$ cat config.mk
export PLATFORM = sky130hd
export DESIGN_NAME = mc_ctrl_fsm
export DESIGN_NICKNAME = d
export VERILOG_FILES = /design/src/rtl/mc_pkg.sv /design/src/rtl/mc_branch_eval.sv /design/src/rtl/mc_ctrl_fsm.sv
export SDC_FILE = /design/constraint.sdc
export NUM_CORES = 1
export LEC_CHECK = 0
export BUFFER_PORTS_ARGS = -buffer_cell sky130_fd_sc_hd__buf_2
export CAP_MARGIN = 20
export CORE_UTILIZATION = 23
export DETAILED_ROUTE_END_ITERATION = 10
export GPL_TIMING_DRIVEN = 0
export MAX_ROUTING_LAYER = met4
export PLACE_DENSITY = 0.46
export SLEW_MARGIN = 20
export SYNTH_ARGS = -nofsm -noshare
export SYNTH_HDL_FRONTEND = slang
export SYNTH_SLANG_ARGS = --single-unit
export TNS_END_PERCENT = 1
$ cat constraint.sdc
create_clock -name clk -period 2.9 [get_ports clk]
set_clock_uncertainty 0.2 [all_clocks]
set_input_delay 0.29 -clock clk [delete_from_list [all_inputs] [get_ports clk]]
set_output_delay 0.29 -clock clk [all_outputs]
set_load 0.01 [all_outputs]
$ cat src/rtl/mc_pkg.sv
// Shared types and encodings for the multi-cycle control unit.
// Opcode map, ALU/PC select codes, state encoding and instruction classifier.
package mc_pkg;

  typedef enum logic [2:0] {
    S_FETCH  = 3'd0,
    S_DECODE = 3'd1,
    S_EXEC   = 3'd2,
    S_MEM    = 3'd3,
    S_WB     = 3'd4,
    S_HALT   = 3'd5,
    S_TRAP   = 3'd6
  } state_t;

  localparam logic [4:0] OP_AND  = 5'd0;
  localparam logic [4:0] OP_ADD  = 5'd1;
  localparam logic [4:0] OP_SUB  = 5'd2;
  localparam logic [4:0] OP_ANDI = 5'd3;
  localparam logic [4:0] OP_ADDI = 5'd4;
  localparam logic [4:0] OP_LW   = 5'd5;
  localparam logic [4:0] OP_SW   = 5'd6;
  localparam logic [4:0] OP_BEQ  = 5'd7;
  localparam logic [4:0] OP_BNE  = 5'd8;
  localparam logic [4:0] OP_BGT  = 5'd9;
  localparam logic [4:0] OP_BLT  = 5'd10;
  localparam logic [4:0] OP_J    = 5'd11;
  localparam logic [4:0] OP_HALT = 5'd12;

  localparam logic [1:0] ALU_AND = 2'b00;
  localparam logic [1:0] ALU_ADD = 2'b01;
  localparam logic [1:0] ALU_SUB = 2'b10;
  localparam logic [1:0] ALU_NOP = 2'b11;

  localparam logic [1:0] PC_INC    = 2'b00;
  localparam logic [1:0] PC_BRANCH = 2'b01;
  localparam logic [1:0] PC_JUMP   = 2'b10;

  typedef enum logic [3:0] {
    C_RTYPE,
    C_ANDI,
    C_ADDI,
    C_LW,
    C_SW,
    C_BRANCH,
    C_JUMP,
    C_HALT,
    C_ILLEGAL
  } iclass_t;

  function automatic iclass_t op_class(input logic [4:0] op);
    case (op)
      OP_AND, OP_ADD, OP_SUB:         return C_RTYPE;
      OP_ANDI:                        return C_ANDI;
      OP_ADDI:                        return C_ADDI;
      OP_LW:                          return C_LW;
      OP_SW:                          return C_SW;
      OP_BEQ, OP_BNE, OP_BGT, OP_BLT: return C_BRANCH;
      OP_J:                           return C_JUMP;
      OP_HALT:                        return C_HALT;
      default:                        return C_ILLEGAL;
    endcase
  endfunction

endpackage

$ cat src/rtl/mc_branch_eval.sv
// Conditional-branch resolver: opcode plus ALU Zero/Carry flags -> taken.
// Non-branch opcodes always report not-taken.
module mc_branch_eval
  import mc_pkg::*;
(
  input  logic [4:0] op,
  input  logic       zero_flag,
  input  logic       carry_flag,
  output logic       taken
);

  always_comb begin
    taken = 1'b0;
    case (op)
      OP_BEQ:  taken = zero_flag;
      OP_BNE:  taken = ~zero_flag;
      OP_BGT:  taken = ~zero_flag & carry_flag;
      OP_BLT:  taken = ~zero_flag & ~carry_flag;
      default: taken = 1'b0;
    endcase
  end

endmodule

$ cat src/rtl/mc_ctrl_fsm.sv
// Multi-cycle control unit: FETCH/DECODE/EXEC/MEM/WB sequencer with HALT/TRAP.
// Optional performance counters enabled by defining MC_PERF_CNT_EN.
module mc_ctrl_fsm
  import mc_pkg::*;
#(
  parameter int unsigned OPW  = 5,
  parameter int unsigned ST_W = 3
) (
  input  logic            clk,
  input  logic            rst_n,
  input  logic [OPW-1:0]  opcode,
  input  logic            zero_flag,
  input  logic            carry_flag,
  input  logic            mem_ready,
  output logic [1:0]      alu_op,
  output logic            alu_src_b,
  output logic            alu_src_a,
  output logic            ir_write,
  output logic            pc_write,
  output logic [1:0]      pc_src,
  output logic            mem_read,
  output logic            mem_write,
  output logic            iord,
  output logic            reg_write,
  output logic            mem_to_reg,
  output logic            reg_dst,
  output logic [ST_W-1:0] state,
  output logic            halted,
  output logic            trap
`ifdef MC_PERF_CNT_EN
  ,
  output logic [31:0]     cyc_cnt,
  output logic [31:0]     instr_cnt
`endif
);

  state_t      state_q;
  state_t      state_d;
  iclass_t     cls;
  logic        br_taken;
  logic [OPW+4:0] op_ext;
  logic [4:0]  op_lo;

  // Zero-extend so any opcode width works; set bits above bit 4 make it illegal.
  assign op_ext = {5'b0, opcode};
  assign op_lo  = op_ext[4:0];
  assign cls    = (|op_ext[OPW+4:5]) ? C_ILLEGAL : op_class(op_lo);

  mc_branch_eval u_branch_eval (
    .op         (op_lo),
    .zero_flag  (zero_flag),
    .carry_flag (carry_flag),
    .taken      (br_taken)
  );

  always_ff @(posedge clk or negedge rst_n) begin
    if (!rst_n) state_q <= S_FETCH;
    else        state_q <= state_d;
  end

  assign state = ST_W'(state_q);

  always_comb begin
    state_d    = state_q;
    alu_op     = ALU_NOP;
    alu_src_a  = 1'b0;
    alu_src_b  = 1'b0;
    ir_write   = 1'b0;
    pc_write   = 1'b0;
    pc_src     = PC_INC;
    mem_read   = 1'b0;
    mem_write  = 1'b0;
    iord       = 1'b0;
    reg_write  = 1'b0;
    mem_to_reg = 1'b0;
    reg_dst    = 1'b0;
    halted     = 1'b0;
    trap       = 1'b0;

    case (state_q)
      S_FETCH: begin
        mem_read = 1'b1;
        alu_op   = ALU_ADD;
        if (mem_ready) begin
          ir_write = 1'b1;
          pc_write = 1'b1;
          pc_src   = PC_INC;
          state_d  = S_DECODE;
        end
      end

      S_DECODE: begin
        case (cls)
          C_JUMP: begin
            pc_write = 1'b1;
            pc_src   = PC_JUMP;
            state_d  = S_FETCH;
          end
          C_HALT:    state_d = S_HALT;
          C_ILLEGAL: state_d = S_TRAP;
          default:   state_d = S_EXEC;
        endcase
      end

      S_EXEC: begin
        alu_src_a = 1'b1;
        case (cls)
          C_RTYPE: begin
            case (op_lo)
              OP_AND:  alu_op = ALU_AND;
              OP_SUB:  alu_op = ALU_SUB;
              default: alu_op = ALU_ADD;
            endcase
            state_d = S_WB;
          end
          C_ANDI: begin
            alu_op    = ALU_AND;
            alu_src_b = 1'b1;
            state_d   = S_WB;
          end
          C_ADDI: begin
            alu_op    = ALU_ADD;
            alu_src_b = 1'b1;
            state_d   = S_WB;
          end
          C_LW, C_SW: begin
            alu_op    = ALU_ADD;
            alu_src_b = 1'b1;
            state_d   = S_MEM;
          end
          C_BRANCH: begin
            alu_op = ALU_SUB;
            if (br_taken) begin
              pc_write = 1'b1;
              pc_src   = PC_BRANCH;
            end
            state_d = S_FETCH;
          end
          default: state_d = S_FETCH;
        endcase
      end

      S_MEM: begin
        iord      = 1'b1;
        mem_read  = (cls == C_LW);
        mem_write = (cls == C_SW);
        if (mem_ready) state_d = (cls == C_LW) ? S_WB : S_FETCH;
      end

      S_WB: begin
        reg_write  = 1'b1;
        mem_to_reg = (cls == C_LW);
        reg_dst    = (cls == C_RTYPE);
        state_d    = S_FETCH;
      end

      S_HALT: halted = 1'b1;
      S_TRAP: trap   = 1'b1;
      default: state_d = S_FETCH;
    endcase

    // Reset masks every output at once, so nothing strobes while held or on release.
    if (!rst_n) begin
      alu_op     = 2'b00;
      alu_src_a  = 1'b0;
      alu_src_b  = 1'b0;
      ir_write   = 1'b0;
      pc_write   = 1'b0;
      pc_src     = 2'b00;
      mem_read   = 1'b0;
      mem_write  = 1'b0;
      iord       = 1'b0;
      reg_write  = 1'b0;
      mem_to_reg = 1'b0;
      reg_dst    = 1'b0;
      halted     = 1'b0;
      trap       = 1'b0;
    end
  end

`ifdef MC_PERF_CNT_EN
  logic instr_done;

  assign instr_done = ((state_d == S_FETCH) && (state_q != S_FETCH)) ||
                      ((state_d == S_HALT)  && (state_q != S_HALT));

  always_ff @(posedge clk or negedge rst_n) begin
    if (!rst_n) begin
      cyc_cnt   <= '0;
      instr_cnt <= '0;
    end else begin
      if ((state_q != S_HALT) && (state_q != S_TRAP)) cyc_cnt <= cyc_cnt + 32'd1;
      if (instr_done) instr_cnt <= instr_cnt + 32'd1;
    end
  end
`endif

endmodule
### After elaboration in Yosys (flattened, before gate mapping)

Memories as Yosys holds them, arrays and structs flattened.
Index checks and enable logic that the tools add are counted.
Widths: inputs -> output; s select.

| storage, ports and cells | value |
|---|---|
| input port bits | 10 |
| bits in read-only memories | 64 |
| output and inout port bits | 19 |
| memories kept | 1 |
| logic and storage cells | 83 |
| flip-flop bits (word level) | 3 |

| operators by class | value |
|---|---|
| reductions and logical operators | 9 |
| equal/unequal tests | 21 |
| multiplexer cells | 46 |
| bitwise logic cells | 5 |

Memories:

| memory | words | width | read ports | clocked after memory_dff | write ports | RTL line | RTL |
|---|---|---|---|---|---|---|---|
| (no name shown) | 16 | 4 | 1 | 0 | 0 | mc_pkg.sv:51 | `case (op)` |

Operators with widths:

| operator | count |
|---|---|
| $mux 1 | 29 |
| $eq 4x3->1 const B | 4 |
| $eq 5x4->1 const B | 3 |
| $pmux 3 s5 | 1 |
| $pmux 2 s2 | 3 |
| $eq 3x3->1 const B | 3 |
| $mux 3 | 3 |
| $pmux 3 s3 | 1 |
| $eq 4x2->1 const B | 2 |
| $pmux 2 s4 | 1 |
| $eq 3x2->1 const B | 2 |
| $mux 2 | 3 |
| $pmux 3 s2 | 1 |
| $reduce_or 3->1 | 2 |
| $eq 5x2->1 const B | 1 |
| $eq 5x3->1 const B | 1 |
| $logic_not 5->1 | 1 |
| $eq 4x1->1 const B | 1 |
| $eq 4x4->1 const B | 1 |
| $logic_not 4->1 | 1 |
| $mux 4 | 1 |
| $ne 2x2->1 const B | 2 |
| $pmux 1 s4 | 1 |
| $reduce_or 2->1 | 2 |
| other kinds (8) | 11 |

### Depth between registers and ports, before layout

| logic depth | value |
|---|---|
| depth after elaboration | 7 |
| depth in mapped cells | 5 |
| gate-level depth less buffers | 4 |

### By module

A second synthesis with hierarchy kept.

| second synthesis, totals | value |
|---|---|
| cell total of the unflattened synthesis | 82 |
| area, all modules | 561.8 sq um |

By module, submodules not included:

| module | cells each | seq. area each (sq um) | area an instance (sq um) | instances |
|---|---|---|---|---|
| mc_ctrl_fsm | 78 | 75.1 | 521.8 | 1 |
| mc_branch_eval | 4 | 0.0 | 40.0 | 1 |

### Worst setup path before layout

No wires, ideal clock.

| path | value |
|---|---|
| kind | flip-flop to output port |
| from | reg state_q[0], in the netlist state[0] |
| to | out mem_to_reg |
| stages on the path, launching flop included | 5 |
| data required time | 2.410 ns |
| arrival | 1.207 ns |
| slack | 1.203 ns |
| path through | dfrtp_1 -> buf_2 -> inv_1 -> nand3_1 -> nor4_1 |

| on the way | value |
|---|---|
| longest elaborated chain between the ends | 3 |

Ends and longest elaborated chain:

| element | RTL line | RTL |
|---|---|---|
| from (decl) | mc_ctrl_fsm.sv:37 | `state_t state_q;` |
| from (signal assigned) | mc_ctrl_fsm.sv:58 | `else state_q <= state_d;` |
| $eq 3x3->1 | mc_ctrl_fsm.sv:80 | `case (state_q)` |
| $mux 1 | mc_ctrl_fsm.sv:80 |  |
| $mux 1 | mc_ctrl_fsm.sv:163 | `if (!rst_n) begin` |
| to (decl) | mc_ctrl_fsm.sv:25 | `output logic mem_to_reg,` |

No other way between the ends.

### Worst setup path in the final report

| path | value |
|---|---|
| from | in rst_n |
| to | out mem_to_reg |

| on the way | value |
|---|---|
| longest elaborated chain between the ends | 1 |

Ends and longest elaborated chain:

| element | RTL line | RTL |
|---|---|---|
| from (decl) | mc_ctrl_fsm.sv:10 | `input logic rst_n,` |
| $mux 1 | mc_ctrl_fsm.sv:163 |  |

No other way between the ends.

==> run_results.csv <==
group,metric,value,unit
status,run_status,"finished, final reports clean",
floorplan,dieArea,2750,sq um
timing,worst_pin_slew,305,ps
worst_setup_path,critPathBufInv,3,
floorplan,core_area,2300,sq um
placed_design,placed_cells,137,
worst_hold_path,min_path_type,"input pin to flip-flop",
yosys,synth.largest_area_cell,"dfrtp_1",
layout,regArea,75.1,sq um
global_route,track_usage,14.9,%
worst_hold_path,min_to,"state[1]",
yosys,synthDistinctLibCells,40,
floorplan,fp.dieH,52.4,um
worst_setup_path,cpMaxStageDelayCell,"dlygate4sd3_1",
drt,dr_total_vias,718,
floorplan,rows,17,
worst_hold_path,hold_start,"opcode[4]",
yosys,avgSynthCellArea,7.04,sq um
global_route,grt_pass1_vias,634,
yosys,netlist_instances,83,
placed_design,place_congestion,0.928,
timing,clock.fmax,0.433,GHz
worst_setup_path,cp-end-kind,"primary output",
layout,area_delta_synth_final,34.5,%
floorplan,start_util,25.4,%
drt,post-route-drc-count,0,
layout,n_antenna_cell,0,
layout,fillers,268,
worst_setup_path,cp-start-kind,"input pin",
worst_setup_path,reg2reg_to,"state[0]",
placed_design,dp.final_hpwl,1.46,mm
flow_run,maxCapViolCount,0,
yosys,synth_nets,93,
worst_setup_path,cpPeakStageDelay,520,ps
power,total_leakage_power,0.401,nW
worst_setup_path,r2r_setup_slack,1420,ps
global_route,antenna_found_initial,0,
worst_setup_path,r2r_cells,4,
yosys,ys_async_sr_fraction,100,%
placed_design,post_dp_cell_area,749,sq um
drt,wl_per_cell,13.2,um
worst_setup_path,worstPathRequired,2410,ps
global_route,overflow,0,
cts,ctsResizeCount,0,
cts,root_buffer,"clkbuf_4",
floorplan,ios,29,
cts,clk_latency,240,ps
power,power_density,610,nW/um^2
worst_setup_path,arrival,1820,ps
drt,avgViaCountPerCell,5.06,
timing,relSlewSlack,79.4,%
layout,fin_cells,142,
cts,cts_inserted_buffers,3,
timing,setup_viol_count_final,0,
cts,clockBufferDepth,2,
layout,final_area,786,sq um
global_route,grt_pass1_wl,3.02,mm
yosys,synthFlopType,"dfrtp_1",
worst_hold_path,whs_path_depth,3,
worst_setup_path,cp_common_cell,"buf_2",
cts,cts-htree-levels,1,
cts,clk_pin_slew_worst_paths,40,ps
timing,rsz0062_at_grt,"no",
worst_setup_path,r2r_start,"state[0]",
layout,multi_input_area,443,sq um
yosys,synth_edf_count,0,
yosys,synth_seq_cells,3,
global_route,grt_max_degree,12,
floorplan,die_width,52.4,um
drt,dr.first_iter.drc_count,33,
drt,drtAntennaViolNets,0,
layout,final_nets,125,
timing,drv_slew,0,
timing,finalSetupTns,0,ps
yosys,synth_area_leaders,"dfrtp_1 (13%), a21oi_1 (5.1%), buf_6 (3.9%), nor2_1 (3.9%), and4b_1 (3.4%)",
placed_design,port_buffers,26,
timing,min_period_over_period,79.6,%
worst_setup_path,worst-setup-path-type,"input pin to primary output",
layout,drive_gt1_share,34.2,%
yosys,yosys.area.top_type_share,12.8,%
worst_setup_path,cp_num_cells,6,
yosys,netlist_area,584,sq um
timing,hold_viol_final,0,
worst_setup_path,crit_chain,"dlygate4sd3_1 -> buf_2 -> and2b_1 -> nand3_1 -> nor4_1 -> buf_2",
worst_setup_path,cp_max_fo,11,
cts,cts.sinks,3,
worst_setup_path,cpLargestDelayFamily,"buffers and inverters",
timing,fin_crit,2310,ps
power,fin_total_pwr,0.480,mW
cts,cts_tree,"built",
timing,fin_ws,591,ps
layout,largest_reg_flops,3,
power,vdd_drop_max,0.229,mV
drt,drt-pass1-iter-count,5,
drt,routed_wl,1.87,mm
placed_design,dp_slack,1060,ps
yosys,synth_warnings,0,
yosys,yosysSeqAreaShare,12.8,%
-- cell families (layout without fill, tap and decap cells) --
group,Yosys count,in the layout,synth area share [%]
buffers and inverters,11,42,11.3
and+or+nand+nor,42,42,44.3
DFF,3,3,12.8
muxes,2,2,3.43
xor gates and xnor gates,3,3,4.50
AOI/OAI and AO/OA,22,22,23.6
-- cell usage after synthesis, types with 3 or more instances --
| master | number |
|---|---|
| inv_1 | 5 |
| o21ai_1 | 3 |
| nand2_1 | 5 |
| nor2_1 | 6 |
| and3_1 | 3 |
| nand2b_1 | 3 |
| o21ai_0 | 4 |
| nand3_1 | 4 |
| dfrtp_1 | 3 |
| a21oi_1 | 6 |
-- layer usage --
layer  up-vias  wire, um  GRT usage [%]
li1        368         -              -
met1       326       944           21.8
met2        22       819           21.9
met3         2        95          0.870
met4         0        11           3.51
met5         -         0              -
-- per-stage QoR --
stage / hold slack [ps] / utilization (%)
6_report: 214 / 34.2
5_1_grt: 244 / 34.2
4_1_cts: 202 / 34.2
3_5_place_dp: -56.1 / 32.6
3_3_place_gp: -55.4 / 32.6
2_1_floorplan: -206 / -
-- final cells by class --
cell class / count / share of cell area (%)
repair buffers: 27 / 17.8
well taps: 28 / 4.46
clock buffers: 4 / 3.34
plain buffers: 6 / 6.05
inverters: 5 / 2.39
flip-flops and latches: 3 / 9.55
multi-input cells: 69 / 56.4
-- repair_timing --
item,in CTS,in global routing
hold buffers,1,0
endpoints found under the hold margin,3,0
endpoints found under the setup margin,0,0
buffers inserted,0,0
-- how the worst max path moves through the flow --
stage              from  slack, ps    endpoint
2_1_floorplan  state[0]       1200  mem_to_reg
3_3_place_gp   state[0]       1050   pc_src[0]
3_5_place_dp   state[0]       1060    pc_write
4_1_cts           rst_n        580     reg_dst
5_1_grt           rst_n        460  mem_to_reg
6_report          rst_n        590  mem_to_reg
-- worst reg2reg max path, cell delays in order (launching register included) --
cell and delay, ps:
dfrtp_1 380, buf_2 230, nand2b_1 150, a311oi_1 280
o21ai_1 120
-- cells in the final DEF, fill, tap and decap left out, drive strengths merged, types with 2 or more instances in the layout --
cell type	n
nand4	2
nor4	2
a21boi	2
a21oi	6
and2	2
mux2i	2
nor2	7
and4b	2
o21ai	7
buf	32
and2b	2
nor3	3
inv	5
clkbuf	4
dfrtp	3
and3	3
xnor2	2
nand3	4
nor2b	2
nor4b	2
nand2b	3
nand2	5
-- power breakdown --
part	internal, mW	switching [mW]	total [mW]
clock network	0.0517	0.0237	0.0754
logic	0.132	0.184	0.317
registers	0.0606	0.0269	0.0875
(Power assumes the default switching activity.)
